### config.mk
export PLATFORM = sky130hd
export DESIGN_NAME = hs32_sram
export DESIGN_NICKNAME = d
export VERILOG_FILES = /design/src/rtl/hs32_sram_pkg.sv /design/src/rtl/hs32_sram.sv
export SDC_FILE = /design/constraint.sdc
export NUM_CORES = 1
export LEC_CHECK = 0
export ABC_AREA = 1
export BUFFER_PORTS_ARGS = -buffer_cell sky130_fd_sc_hd__clkbuf_2
export CORE_AREA = 10 10 129 131
export DETAILED_ROUTE_END_ITERATION = 16
export DIE_AREA = 0 0 139 141
export GPL_TIMING_DRIVEN = 0
export PLACE_DENSITY = 0.75
export SLEW_MARGIN = 15
export SYNTH_ARGS = -nofsm -noshare
export SYNTH_HDL_FRONTEND = slang
export SYNTH_SLANG_ARGS = --single-unit
### constraint.sdc
create_clock -name i_clk -period 1.3 [get_ports i_clk]
set_input_delay 0.065 -clock i_clk [delete_from_list [all_inputs] [get_ports i_clk]]
set_output_delay 0.065 -clock i_clk [all_outputs]
set_load 0.02 [all_outputs]
### src/rtl/hs32_sram_pkg.sv
// Shared HS32 bus contract constants and the SRAM bridge state type.
package hs32_sram_pkg;

  localparam int unsigned HS32_DATA_W = 32;
  localparam int unsigned HALF_W      = 16;
  localparam int unsigned CNT_W       = 4;

  localparam logic HS32_RW_READ  = 1'b0;
  localparam logic HS32_RW_WRITE = 1'b1;

  typedef enum logic [2:0] {
    ST_IDLE   = 3'd0,
    ST_SETUP  = 3'd1,
    ST_STROBE = 3'd2,
    ST_HOLD   = 3'd3,
    ST_DONE   = 3'd4
  } state_e;

endpackage

### src/rtl/hs32_sram.sv
// HS32 external bus responder driving an async 16-bit SRAM as two halfword
// accesses (low half first) with a configurable strobe width.
module hs32_sram
  import hs32_sram_pkg::*;
#(
  parameter int unsigned ADDR_WIDTH  = 18,
  parameter int unsigned WAIT_STATES = 1
) (
  input  logic                   i_clk,
  input  logic                   reset_n,
  input  logic [HS32_DATA_W-1:0] addr,
  input  logic                   rw,
  input  logic [HS32_DATA_W-1:0] din,
  output logic [HS32_DATA_W-1:0] dout,
  input  logic                   valid,
  output logic                   ready,
  output logic [ADDR_WIDTH-1:0]  sram_addr,
  output logic [HALF_W-1:0]      sram_dq_o,
  input  logic [HALF_W-1:0]      sram_dq_i,
  output logic                   sram_dq_oe,
  output logic                   sram_ce_n,
  output logic                   sram_oe_n,
  output logic                   sram_we_n
);

  localparam int unsigned WA_W = ADDR_WIDTH - 1;

  state_e                 state_q, state_d;
  logic                   half_q, half_d;
  logic [CNT_W-1:0]       cnt_q, cnt_d;
  logic [WA_W-1:0]        waddr_q, waddr_d;
  logic                   rw_q, rw_d;
  logic [HS32_DATA_W-1:0] wdata_q, wdata_d;
  logic [HS32_DATA_W-1:0] rdata_q, rdata_d;
  logic [HS32_DATA_W-1:0] dout_q, dout_d;
  logic                   ready_q, ready_d;
  logic [ADDR_WIDTH-1:0]  sram_addr_q, sram_addr_d;
  logic [HALF_W-1:0]      dq_o_q, dq_o_d;
  logic                   dq_oe_q, dq_oe_d;
  logic                   ce_n_q, ce_n_d;
  logic                   oe_n_q, oe_n_d;
  logic                   we_n_q, we_n_d;
  logic                   active_c;

  // Byte-lane bits and address bits above the SRAM range are don't-care (aliasing).
  logic unused_addr_c;
  assign unused_addr_c = ^{addr[HS32_DATA_W-1:ADDR_WIDTH+1], addr[1:0]};

  always_comb begin
    state_d     = state_q;
    half_d      = half_q;
    cnt_d       = cnt_q;
    waddr_d     = waddr_q;
    rw_d        = rw_q;
    wdata_d     = wdata_q;
    rdata_d     = rdata_q;
    dout_d      = dout_q;
    sram_addr_d = sram_addr_q;
    dq_o_d      = dq_o_q;

    unique case (state_q)
      ST_IDLE: begin
        if (valid) begin
          waddr_d = addr[ADDR_WIDTH:2];
          rw_d    = rw;
          wdata_d = din;
          half_d  = 1'b0;
          state_d = ST_SETUP;
        end
      end
      ST_SETUP: begin
        cnt_d   = CNT_W'(WAIT_STATES);
        state_d = ST_STROBE;
      end
      ST_STROBE: begin
        if (cnt_q == '0) begin
          state_d = ST_HOLD;
          if (rw_q == HS32_RW_READ) begin
            if (half_q) rdata_d[31:16] = sram_dq_i;
            else        rdata_d[15:0]  = sram_dq_i;
          end
        end else begin
          cnt_d = cnt_q - CNT_W'(1);
        end
      end
      ST_HOLD: begin
        if (!half_q) begin
          half_d  = 1'b1;
          state_d = ST_SETUP;
        end else begin
          state_d = ST_DONE;
          if (rw_q == HS32_RW_READ) dout_d = rdata_q;
        end
      end
      ST_DONE: state_d = ST_IDLE;
      default: state_d = ST_IDLE;
    endcase

    // Pin values are derived from the next state so every output is a flop.
    active_c = (state_d == ST_SETUP) || (state_d == ST_STROBE) || (state_d == ST_HOLD);
    if (active_c) begin
      sram_addr_d = {waddr_d, half_d};
      if (rw_d == HS32_RW_WRITE) dq_o_d = half_d ? wdata_d[31:16] : wdata_d[15:0];
    end
    ce_n_d  = !active_c;
    dq_oe_d = active_c && (rw_d == HS32_RW_WRITE);
    we_n_d  = !((state_d == ST_STROBE) && (rw_d == HS32_RW_WRITE));
    oe_n_d  = !((state_d == ST_STROBE) && (rw_d == HS32_RW_READ));
    ready_d = (state_d == ST_DONE);
  end

  always_ff @(posedge i_clk or negedge reset_n) begin
    if (!reset_n) begin
      state_q     <= ST_IDLE;
      half_q      <= 1'b0;
      cnt_q       <= '0;
      waddr_q     <= '0;
      rw_q        <= 1'b0;
      wdata_q     <= '0;
      rdata_q     <= '0;
      dout_q      <= '0;
      ready_q     <= 1'b0;
      sram_addr_q <= '0;
      dq_o_q      <= '0;
      dq_oe_q     <= 1'b0;
      ce_n_q      <= 1'b1;
      oe_n_q      <= 1'b1;
      we_n_q      <= 1'b1;
    end else begin
      state_q     <= state_d;
      half_q      <= half_d;
      cnt_q       <= cnt_d;
      waddr_q     <= waddr_d;
      rw_q        <= rw_d;
      wdata_q     <= wdata_d;
      rdata_q     <= rdata_d;
      dout_q      <= dout_d;
      ready_q     <= ready_d;
      sram_addr_q <= sram_addr_d;
      dq_o_q      <= dq_o_d;
      dq_oe_q     <= dq_oe_d;
      ce_n_q      <= ce_n_d;
      oe_n_q      <= oe_n_d;
      we_n_q      <= we_n_d;
    end
  end

  assign dout       = dout_q;
  assign ready      = ready_q;
  assign sram_addr  = sram_addr_q;
  assign sram_dq_o  = dq_o_q;
  assign sram_dq_oe = dq_oe_q;
  assign sram_ce_n  = ce_n_q;
  assign sram_oe_n  = oe_n_q;
  assign sram_we_n  = we_n_q;

endmodule
=== After elaboration in Yosys (flattened, before gate mapping) ===
Index checks and enable logic that the tools add are counted.

* Register bits: 161
* Output and inout bits: 71
* Logic and storage cells: 59

* Add/sub/neg operators: 1
* Equality and inequality tests: 8
* Multiplexer cells: 15
* Bitwise gates (word level): 3
* Reductions and logical operators: 16

{| class="wikitable"
|+ Operators with widths
! operator !! count
|-
| 32-bit two-way mux || 2
|-
| 17-bit two-way mux || 2
|-
| 16-bit two-way mux || 1
|-
| 3-bit by 2-bit equality test with 1-bit output (second input constant) || 4
|-
| 3-bit one-hot mux with 4 select lines || 1
|-
| 3-bit two-way mux || 3
|-
| 4-bit one-hot mux with 2 select lines || 1
|-
| 4-bit AND reduction || 2
|-
| 3-bit by 1-bit equality test with 1-bit output (second input constant) || 2
|-
| 4-bit logical NOT || 1
|-
| 4-bit two-way mux || 1
|-
| 2-bit AND reduction || 2
|-
| 4-bit by 1-bit subtractor with 4-bit output (second input constant) || 1
|-
| 3-bit equality test (second input constant) || 1
|-
| 1-bit logical AND || 3
|-
| 1-bit logical NOT || 3
|-
| 3-bit logical NOT || 1
|-
| 1-bit two-way mux || 3
|-
| 1-bit inverter || 3
|-
| 3-bit AND reduction || 1
|-
| 1-bit logical OR || 2
|-
| 2-bit != test (second input constant) || 1
|-
| 1-bit one-hot mux with 2 select lines || 1
|-
| 2-bit nonzero test || 1
|}

=== Depth between registers and ports, before layout ===
Gate-level depths: netlist of run 1.

* Word-level depth: 7
* Gate-level depth with buffers: 10
* Mapped depth without buffers: 9

=== Worst setup path before layout of run 1 ===
Ideal clock, no wire load.

* Path kind: register -> register
* Start: register cnt_q[0]
* End: register rdata_q[21]
* Setup time: 131 ps
* Data arrival time: 1282 ps
* Path slack: -113 ps
* Cell stages (with the launch flop): 9
* Clock period less this slack: 1413 ps
* Cells stage by stage: dfrtp_1 inv_1 ha_1 nand3_1 nor2_2 nand3_2 buf_2 nand2_1 o21ai_0

* Longest elaborated chain between the ends: 2

{| class="wikitable"
|+ Ends and longest elaborated chain
! what !! RTL line !! source
|-
| from (decl) || hs32_sram.sv:30 || <nowiki>logic [CNT_W-1:0] cnt_q, cnt_d;</nowiki>
|-
| from (signal assigned) || hs32_sram.sv:132 || <nowiki>cnt_q <= cnt_d;</nowiki>
|-
| 4-bit logical NOT || hs32_sram.sv:76 || <nowiki>if (cnt_q == '0) begin</nowiki>
|-
| 4-bit AND reduction (no line) || -- ||
|-
| to (signal assigned) || hs32_sram.sv:136 || <nowiki>rdata_q <= rdata_d;</nowiki>
|-
| to (decl) || hs32_sram.sv:34 || <nowiki>logic [HS32_DATA_W-1:0] rdata_q, rdata_d;</nowiki>
|}

No other way between the ends.
A chain may end at the register's enable or synchronous reset.

=== Final worst setup path of run 1 ===
* Start: register state_q[2]
* End: register rdata_q[10]

* Longest elaborated chain between the ends: 2

{| class="wikitable"
|+ Ends and longest elaborated chain
! what !! RTL line !! source
|-
| from (decl) || hs32_sram.sv:28 || <nowiki>state_e state_q, state_d;</nowiki>
|-
| from (signal assigned) || hs32_sram.sv:130 || <nowiki>state_q <= state_d;</nowiki>
|-
| 3-bit by 2-bit equality test with 1-bit output || hs32_sram.sv:61 || <nowiki>unique case (state_q)</nowiki>
|-
| 4-bit AND reduction (no line) || -- ||
|}

No other way between the ends.

==> results of run 1 <==
synth_stat cells, drive strengths merged (2+ instances only):
library cell    n  area share, %
nand3          89            7.0
nand2         357             21
dfstp           3            1.2
nor2            7           0.89
inv            29            1.7
dfrtp         158             60
ha              2           0.38
buf            28            3.1
clkbuf          9           0.51
nand3b          2           0.28
nand4           3           0.51
o21ai          37            2.8
flip-flops by register name, summed over array words and instances (netlist names), 3 cells and up:
signal / cells
sram_dq_o: 16
state_q: 3
sram_addr: 18
waddr_q: 17
rdata_q: 32
wdata_q: 32
cnt_q: 4
dout: 32
stage by stage:
| step | setup slack (ns) | setup TNS (ns) |
|---|---|---|
| 2_1_floorplan | -0.0691 | -3.04 |
| 3_3_place_gp | -3.01 | -446.17 |
| 3_5_place_dp | -0.383 | -22.43 |
| 4_1_cts | -0.192 | -10.96 |
| 5_1_grt | -0.331 | -27.28 |
| 6_report | -0.277 | -19.14 |
per-layer routing:
metal	vias up	wire, um
met3	31	963
met1	2921	8410
met2	181	10800
met5	-	0
li1	2853	-
met4	0	418
worst max path at each step:
| stage | from | end | slack (ns) | depth (start not counted) |
|---|---|---|---|---|
| floorplan | state_q[0]$_DFF_PN0_ | dout[10]$_DFFE_PN0P_ | -0.07 | 8 |
| detailed placement | state_q[0]$_DFF_PN0_ | sram_dq_o[11]$_DFFE_PN0P_ | -0.38 | 8 |
| global route | state_q[2]$_DFF_PN0_ | rdata_q[10]$_DFFE_PN0P_ | -0.33 | 7 |
| global placement | reset_n | state_q[2]$_DFF_PN0_ | -3.01 | 1 |
| CTS | state_q[2]$_DFF_PN0_ | sram_dq_o[11]$_DFFE_PN0P_ | -0.19 | 9 |
| finish | state_q[2]$_DFF_PN0_ | rdata_q[10]$_DFFE_PN0P_ | -0.28 | 7 |
layout make-up:
cell class | instances | area [um^2] | share of cell area (%)
diodes | 1 | 2.50 | 0.0248
clock inverters | 14 | 155 | 1.54
clock buffers | 18 | 429 | 4.26
inverters | 30 | 131 | 1.30
flip-flops and latches | 161 | 4040 | 40.1
multi-input cells | 500 | 2680 | 26.6
well taps | 184 | 230 | 2.28
plain buffers | 37 | 419 | 4.16
repair buffers | 253 | 1990 | 19.8
cells by family (layout without fill, tap and decap cells):
| group | count (synthesis) | in the layout |
|---|---|---|
| AND/OR/NAND/NOR | 458 | 459 |
| flip-flops | 161 | 161 |
| buffers and inverters | 67 | 352 |
| AO/OA/AOI/OAI | 39 | 39 |
| adder cells (fa/ha/maj) | 2 | 2 |
| other | 0 | 1 |
timing repair:
action | 4_1_cts | 5_1_grt
setup buffers | 21 | 10
gates resized for setup | 116 | 120
hold buffers | 67 | 0
pin swaps | 23 | 25
cloned | 10 | 6
endpoints found under the setup margin | 152 | 155
endpoints found under the hold margin | 188 | 0
critical path, delay by kind of cell (launching register included):
family / cells / cell delay [ns]
buffers and inverters: 2 / 0.30
AND/OR/NAND/NOR: 4 / 0.62
AO/OA/AOI/OAI: 1 / 0.09
flip-flops: 1 / 0.45
report_power, final:
group,internal (mW),total [mW],switching [mW]
logic,5.09,12.6,7.50
registers,7.48,9.00,1.52
clock network,2.85,4.95,2.10
total,15.4,26.5,11.1
==> impl_metrics.env, run 1 <==
export IMPL_rsz0062_at_grt="yes"
export IMPL_period_needed_ns=1.58
export IMPL_hold_viol_final=0
export IMPL_start_kind="register"
export IMPL_globalplace_congestion=0.798
export IMPL_utilization_pct=70.9
export IMPL_dr_pass1_iters=5
export IMPL_core_area_um2=14200
export IMPL_yosysSeqAreaShare_pct=61.1
export IMPL_io_buffer_count=139
export IMPL_grtUsageMet2_pct=33.2
export IMPL_syn_nets=813
export IMPL_reg2reg_depth=7
export IMPL_cp_arrival_ns=1.88
export IMPL_antenna_found_initial=1
export IMPL_fmax_mhz=634
export IMPL_drc=0
export IMPL_grt_busiest_layer="met2"
export IMPL_fin_skew_ns=0.0103
export IMPL_synth_seq_cells=161
export IMPL_initial_core_util_pct=46.5
export IMPL_vias=5986
export IMPL_p_leak_nw=5.26
export IMPL_dieArea_um2=19600
export IMPL_drive_gt1_share_pct=38.8
export IMPL_root_buffer="clkbuf_16"
export IMPL_avgSynthCellArea_um2=9.08
export IMPL_setup_viol_count_final=111
export IMPL_synth_xor_area_share_pct=0
export IMPL_htree_levels=4
export IMPL_grtUsageMet1_pct=23.7
export IMPL_grt_pass1_vias=5969
export IMPL_design_area_um2=10100
export IMPL_synth_area_um2=6600
export IMPL_wl_um=20600
export IMPL_synth_adder_area_share_pct=0.379
export IMPL_die_height_um=141
export IMPL_cts_path_max_buffers=2
export IMPL_timing_setup_critical_path_class="reg2reg"
export IMPL_numCtsBuffers=17
export IMPL_path_clk_slew_ns=0.07
export IMPL_dpl_cell_area_um2=7670
export IMPL_vias_per_cell=5.00
export IMPL_violations="setup timing"
export IMPL_crit_chain="inv_2 -> nand3b_4 -> nor2_4 -> nand3_4 -> buf_6 -> nand2_2 -> o21ai_1"
export IMPL_areaGrowthSynthToFinish_pct=52.7
export IMPL_fin_nets=1086
export IMPL_slowest_stage="dfrtp_2"
export IMPL_ys_flop_type="dfrtp_1"
export IMPL_synth_distinct_cells=30
export IMPL_ys_warn_count=0
export IMPL_reg2reg_slack_ns=-0.28
export IMPL_vdd_drop_max_mv=1.33
export IMPL_use_met3_pct=4.90
export IMPL_synthCells=727
export IMPL_drt_iter0_drc=420
export IMPL_synth_top_family_by_area="simple AND/OR/NAND/NOR gates"
export IMPL_synth_compound_area_share_pct=3.15
export IMPL_finalWorstSetupSlack_ns=-0.277
export IMPL_slew_headroom_pct=66.2
export IMPL_dpl_cell_count=1052
export IMPL_cts_sinks=161
export IMPL_hold_path_class="in2async"
export IMPL_die_w_um=139
export IMPL_synth_edff_count=0
export IMPL_placementRows=44
export IMPL_final_cell_count_no_fill=1198
export IMPL_critPathMaxStageDelay_ns=0.45
export IMPL_synthMuxAreaShare_pct=0
export IMPL_grt_pass1_wl_um=31100
export IMPL_fillers=956
export IMPL_power_mw=26.5
export IMPL_place_hpwl_um=12000
export IMPL_io_pin_count=155
export IMPL_wl_per_cell_um=17.2
export IMPL_worstPathRequired_ns=1.61
export IMPL_drv_slew=0
export IMPL_worstSetupEndpointType="register"
export IMPL_crit_fanout=7
export IMPL_layout_common_cells="nand2_1 (276), dfrtp_1 (154), clkbuf_2 (139)"
export IMPL_post_route_period_util_pct=121
export IMPL_status="finished, violations left"
export IMPL_clock_latency_ns=0.43
export IMPL_synthSimpleGateAreaFrac_pct=30.0
export IMPL_final_common_cell="nand2_1"
export IMPL_timing_rr_end="rdata_q[10]$_DFFE_PN0P_"
export IMPL_synth_async_reset_ratio_pct=100
export IMPL_ant_nets=0
export IMPL_track_usage_pct=19.5
export IMPL_max_cap_viol_count=0
export IMPL_overflow=0
export IMPL_hold_ws_ns=0.0774
export IMPL_timing_rr_start="state_q[2]$_DFF_PN0_"
export IMPL_power_density_nw_per_um2=2630
export IMPL_worst_pin_slew_ns=0.507
export IMPL_grt_max_degree=76
export IMPL_cts_tree="built"
Power figures use the tool's default switching activity.
==> run 2, diff against run 1 <==
--- a/config.mk
+++ b/config.mk
@@ -7,12 +7,12 @@
 export LEC_CHECK = 0
 export ABC_AREA = 1
 export BUFFER_PORTS_ARGS = -buffer_cell sky130_fd_sc_hd__clkbuf_2
-export CORE_AREA = 10 10 129 131
+export CORE_AREA = 10 10 140 142
 export DETAILED_ROUTE_END_ITERATION = 16
-export DIE_AREA = 0 0 139 141
+export DIE_AREA = 0 0 150 152
 export GPL_TIMING_DRIVEN = 0
-export PLACE_DENSITY = 0.75
-export SLEW_MARGIN = 15
+export PLACE_DENSITY = 0.65
+export SLEW_MARGIN = 20
 export SYNTH_ARGS = -nofsm -noshare
 export SYNTH_HDL_FRONTEND = slang
 export SYNTH_SLANG_ARGS = --single-unit
==> run 2 against run 1 <==
The flow still finishes with violations (setup timing). Critical path depth is 3 higher. Clock skew is 0.0016 ns lower. Die area is 16% higher. Maximum frequency is 1.4% higher. Sequential cell count stayed put. Count of clock-buffer cells in the layout is 1 higher. Final cell count is 3.3% higher. Worst hold slack better by 0.00067 ns. Combinational power hardly changed. Critical path type unchanged.
==> impl_metrics.env, run 2 (synthesis gave the netlist of run 1 again) <==
export IMPL_wl_met3_um=1030
export IMPL_preCtsSetupSlack_ns=-0.407
export IMPL_fin_skew_ns=0.00878
export IMPL_min_delay_path_depth=4
export IMPL_cts_path_max_buffers=2
export IMPL_worstPathRequired_ns=1.66
export IMPL_finalWorstSetupSlack_ns=-0.255
export IMPL_reg2reg_slack_ns=-0.26
export IMPL_place_hpwl_um=12400
export IMPL_die_height_um=152
export IMPL_grt_max_degree=68
export IMPL_dr_wl_met2_um=10100
export IMPL_placementRows=48
export IMPL_violations="setup timing"
export IMPL_final_common_cell="nand2_1"
export IMPL_drt_iter0_drc=346
export IMPL_rsz0062_at_grt="yes"
export IMPL_wl_um=20100
export IMPL_max_cap_viol_count=0
export IMPL_top_layer_used="met4"
export IMPL_antenna_found_initial=0
export IMPL_start_kind="register"
export IMPL_timing_rr_start="state_q[2]$_DFF_PN0_"
export IMPL_clock_latency_ns=0.42
export IMPL_worst_pin_slew_ns=0.422
export IMPL_io_pin_count=155
export IMPL_ant_nets=0
export IMPL_design_area_um2=10100
export IMPL_timing_setup_critical_path_class="reg2reg"
export IMPL_cts_tree="built"
export IMPL_path_clk_slew_ns=0.06
export IMPL_root_buffer="clkbuf_16"
export IMPL_setup_viol_count_final=120
export IMPL_grt_pass1_wl_um=31600
export IMPL_setup_tns_ns=-16.01
export IMPL_m1WireLength_um=8610
export IMPL_globalplace_congestion=0.807
export IMPL_slew_headroom_pct=71.8
export IMPL_status="finished, violations left"
export IMPL_hold_viol_final=0
export IMPL_vdd_drop_max_mv=1.34
export IMPL_dpl_cell_area_um2=7720
export IMPL_cts_sinks=161
export IMPL_reg2reg_depth=10
export IMPL_hold_path_class="in2reg"
export IMPL_antennaDiodeCount=0
export IMPL_htree_levels=4
export IMPL_fin_nets=1085
export IMPL_min_from="din[4]"
export IMPL_initial_core_util_pct=39.0
export IMPL_drc=0
export IMPL_drive_gt1_share_pct=41.3
export IMPL_core_area_um2=16900
export IMPL_worstSetupEndpointType="register"
export IMPL_numCtsBuffers=17
export IMPL_layout_common_cells="nand2_1 (229), dfrtp_1 (154), clkbuf_2 (140)"
export IMPL_fmax_mhz=643
export IMPL_holdPathEnd="wdata_q[4]$_DFF_PN0_"
export IMPL_grt_pass1_vias=6003
export IMPL_overflow=0
export IMPL_crit_fanout=10
export IMPL_dieArea_um2=22800
export IMPL_period_needed_ns=1.56
export IMPL_die_w_um=150
export IMPL_io_buffer_count=139
export IMPL_timing_rr_end="sram_dq_o[4]$_DFFE_PN0P_"
export IMPL_wl_per_cell_um=16.3
export IMPL_vias=5915
export IMPL_cp_arrival_ns=1.92
export IMPL_post_route_period_util_pct=120
export IMPL_p_leak_nw=5.24
export IMPL_areaGrowthSynthToFinish_pct=53.6
export IMPL_dr_pass1_iters=5
export IMPL_vias_per_cell=4.78
export IMPL_power_mw=26.8
export IMPL_power_density_nw_per_um2=2640
export IMPL_drv_slew=0
export IMPL_track_usage_pct=17.3
[run 2: cell count changes in the layout (fill, tap and decap cells not counted), moves of 8 or more]
| cell | delta |
|---|---|
| nand2_1 | -47 |
| o21ai_1 | +8 |
| nand3_2 | -9 |
| o21ai_2 | -11 |
| nand2_2 | +48 |
| nand3_1 | +11 |
[run 2: timing repair]
action                                 CTS  global route
setup endpoints to repair              153           154
buffers inserted                        26             8
endpoints found under the hold margin  186             0
pin swaps                               15            25
gates cloned                            11             4
resized for setup                      159            98
hold buffers                            66             0
[run 2: worst max path at each step]
stage	start	to	slack, ns	cells after the start
3_5_place_dp	state_q[0]$_DFF_PN0_	sram_dq_o[6]$_DFFE_PN0P_	-0.41	8
2_1_floorplan	state_q[0]$_DFF_PN0_	dout[10]$_DFFE_PN0P_	-0.07	8
5_1_grt	state_q[2]$_DFF_PN0_	sram_dq_o[4]$_DFFE_PN0P_	-0.34	10
4_1_cts	state_q[1]$_DFF_PN0_	sram_dq_o[14]$_DFFE_PN0P_	-0.21	10
6_report	state_q[2]$_DFF_PN0_	sram_dq_o[4]$_DFFE_PN0P_	-0.26	10
3_3_place_gp	reset_n	state_q[2]$_DFF_PN0_	-3.11	1
[run 2: final cells by class]
type	count	area (um^2)
Inverter	30	124
Sequential cell	161	4040
Tap cell	225	282
Clock inverter	13	128
Clock buffer	19	453
Multi-Input combinational cell	500	2690
Timing Repair Buffer	254	2010
Fill cell	1413	6800
Buffer	35	422
[run 2: where the power goes]
| group | internal [mW] | switching [mW] |
|---|---|---|
| clock network | 2.77 | 2.12 |
| registers | 7.48 | 1.49 |
| logic | 5.39 | 7.55 |
[run 2: layer usage]
layer | global-route usage, % | up-vias
li1 | - | 2853
met1 | 21.9 | 2859
met2 | 28.2 | 175
met3 | 4.16 | 28
met4 | 6.16 | 0
met5 | 0 | -
[run 2: stage by stage]
step | hold slack (ns) | instances | utilization, %
detailed placement | 0.0350 | 1093 | 45.6
global placement | 0.318 | 1091 | 45.2
global route | 0.0662 | 1237 | 59.9
floorplan | -0.231 | 727 | -
CTS | 0.0536 | 1228 | 57.3
finish | 0.0781 | 1237 | 59.9
[run 2: worst max-delay path, cell delays in order, from the launching register on]
cell      delay, ns
dfrtp_2        0.45
nor2_4         0.20
buf_12         0.14
buf_4          0.10
clkbuf_8       0.14
nand3_1        0.10
nand2_1        0.11
nand2_1        0.06
nand2_1        0.08
nand2_1        0.06
nand2_1        0.05
==> run 3, diff against run 2 <==
--- a/config.mk
+++ b/config.mk
@@ -8,6 +8,7 @@
 export ABC_AREA = 1
 export BUFFER_PORTS_ARGS = -buffer_cell sky130_fd_sc_hd__clkbuf_2
 export CORE_AREA = 10 10 140 142
+export CTS_BUF_LIST = sky130_fd_sc_hd__clkbuf_16
 export DETAILED_ROUTE_END_ITERATION = 16
 export DIE_AREA = 0 0 150 152
 export GPL_TIMING_DRIVEN = 0
==> run 3 against run 2 <==
Sequential power hardly changed. Global-route usage hardly changed. The flow still finishes with violations (setup timing). Count of clock-buffer cells in the layout is 2 lower.
==> impl_metrics.env, run 3 (synthesis gave the netlist of run 1 again) <==
export IMPL_status="finished, violations left"
export IMPL_violations="setup timing"
export IMPL_p_leak_nw=5.23
export IMPL_grt_pass1_vias=5987
export IMPL_ant_nets=0
export IMPL_vias_per_cell=4.75
export IMPL_crit_chain="nor2_4 -> buf_4 -> nand2_8 -> a21oi_4 -> buf_6 -> nand2_1 -> nand2_1 -> nand2_2 -> nand2_1"
export IMPL_globalplace_congestion=0.807
export IMPL_cts_sinks=161
export IMPL_core_area_um2=16900
export IMPL_crit_fanout=10
export IMPL_layout_common_cells="nand2_1 (233), dfrtp_1 (154), clkbuf_2 (140)"
export IMPL_grt_max_degree=68
export IMPL_cpMostUsedCell="nand2_1"
export IMPL_die_w_um=150
export IMPL_io_buffer_count=139
export IMPL_start_kind="register"
export IMPL_drc=0
export IMPL_hold_viol_final=0
export IMPL_place_hpwl_um=12400
export IMPL_cp_arrival_ns=1.91
export IMPL_worst_path_buf_inv=2
export IMPL_final_common_cell="nand2_1"
export IMPL_dr_pass1_iters=5
export IMPL_period_needed_ns=1.55
export IMPL_crit_family="simple AND/OR/NAND/NOR gates"
export IMPL_fin_skew_ns=0.00877
export IMPL_post_route_period_util_pct=119
export IMPL_die_height_um=152
export IMPL_hold_path_class="in2reg"
export IMPL_fillers=1421
export IMPL_dieArea_um2=22800
export IMPL_grt_pass1_wl_um=31600
export IMPL_fin_nets=1085
export IMPL_overflow=0
export IMPL_cts_path_max_buffers=2
export IMPL_worstPathRequired_ns=1.66
export IMPL_setup_tns_ns=-15.77
export IMPL_slew_headroom_pct=72.1
export IMPL_areaGrowthSynthToFinish_pct=53.2
export IMPL_htree_levels=4
export IMPL_numCtsBuffers=17
export IMPL_antennaDiodeCount=0
export IMPL_drive_gt1_share_pct=40.7
export IMPL_slowest_stage="dfrtp_2"
export IMPL_hold_ws_ns=0.0867
export IMPL_placementRows=48
export IMPL_critPathMaxStageDelay_ns=0.45
export IMPL_vias=5874
export IMPL_wl_per_cell_um=16.3
export IMPL_root_buffer="clkbuf_16"
export IMPL_finalWorstSetupSlack_ns=-0.252
export IMPL_antenna_found_initial=0
export IMPL_wl_um=20100
export IMPL_timing_setup_critical_path_class="reg2reg"
export IMPL_track_usage_pct=17.3
export IMPL_path_clk_slew_ns=0.06
export IMPL_max_cap_viol_count=0
export IMPL_seq_area_um2=4040
export IMPL_vdd_drop_max_mv=1.34
export IMPL_io_pin_count=155
export IMPL_multiInputGateArea_um2=2680
export IMPL_fmax_mhz=644
export IMPL_worst_pin_slew_ns=0.419
export IMPL_power_density_nw_per_um2=2630
export IMPL_rsz0062_at_grt="yes"
export IMPL_clock_latency_ns=0.42
export IMPL_setup_viol_count_final=119
export IMPL_drt_iter0_drc=358
export IMPL_worstSetupEndpointType="register"
export IMPL_initial_core_util_pct=39.0
export IMPL_cts_tree="built"
export IMPL_drv_slew=0
[run 3: cell types whose count changed in the layout (fill, tap and decap cells not counted)]
cell,before,now
buf_4,19,20
clkbuf_8,7,5
buf_6,28,26
buf_8,15,16
nand2_2,112,108
clkinv_1,0,2
nand2_1,229,233
[run 3: metrics by stage]
| step | cells | instance area (um^2) | util (%) | total power [mW] | setup WS [ns] |
|---|---|---|---|---|---|
| detailed placement | 1093 | 7720 | 45.6 | 18.3 | -0.407 |
| finish | 1237 | 10100 | 59.7 | 26.6 | -0.252 |
| floorplan | 727 | 6680 | - | 15.2 | -0.0691 |
| CTS | 1228 | 9690 | 57.2 | 25.4 | -0.208 |
| global route | 1237 | 10100 | 59.7 | 28.5 | -0.336 |
| global placement | 1091 | 7660 | 45.2 | 18.0 | -3.11 |
[run 3: repair_timing]
item                                    CTS  global route
hold buffers                             66             0
hold endpoints to repair                186             0
gates resized for setup                 160            93
setup buffers                            26             8
endpoints found under the setup margin  153           153
pin swaps                                15            23
gates cloned                             11             4
[run 3: path summary, 6_finish.rpt]
path                                       start                   endpoint  slack (ns)  cells past startpoint
max in group asynchronous                reset_n        sram_oe_n$_DFF_PN1_        0.18                      4
hold reg to reg            wdata_q[28]$_DFF_PN0_      wdata_q[28]$_DFF_PN0_        0.47                      2
setup / recovery            state_q[2]$_DFF_PN0_  sram_dq_o[10]$_DFFE_PN0P_       -0.25                      9
hold / removal                            din[4]       wdata_q[4]$_DFF_PN0_        0.09                      4
setup reg to reg            state_q[2]$_DFF_PN0_  sram_dq_o[10]$_DFFE_PN0P_       -0.25                      9
min in group asynchronous                reset_n  sram_dq_o[12]$_DFFE_PN0P_        0.14                      2
[run 3: worst min-delay path: stages]
cell and delay [ns]:
clkbuf_2 0.08, nand3_1 0.12, nand2_2 0.11, buf_4 0.10
[run 3: where the power goes]
group / switching (mW) / total (mW) / internal (mW)
sequential: 1.49 / 8.96 / 7.48
combinational: 7.50 / 12.9 / 5.38
clock: 2.12 / 4.77 / 2.65
total: 11.1 / 26.6 / 15.5
[run 3: final cells by class]
class	instances	area share (%)
Clock inverter	15	1.34
Tap cell	225	2.78
Inverter	30	1.23
Buffer	35	4.21
Timing Repair Buffer	254	19.8
Multi-Input combinational cell	500	26.5
Sequential cell	161	39.9
Clock buffer	17	4.21
[run 3: metal layers]
layer / share of wire [%] / global-route usage, % / vias to the layer above
met2: 50 / 28.1 / 160
li1: - / - / 2851
met5: 0 / 0 / -
met4: 2.0 / 6.16 / 0
met1: 43 / 22.0 / 2836
met3: 5.1 / 4.16 / 27
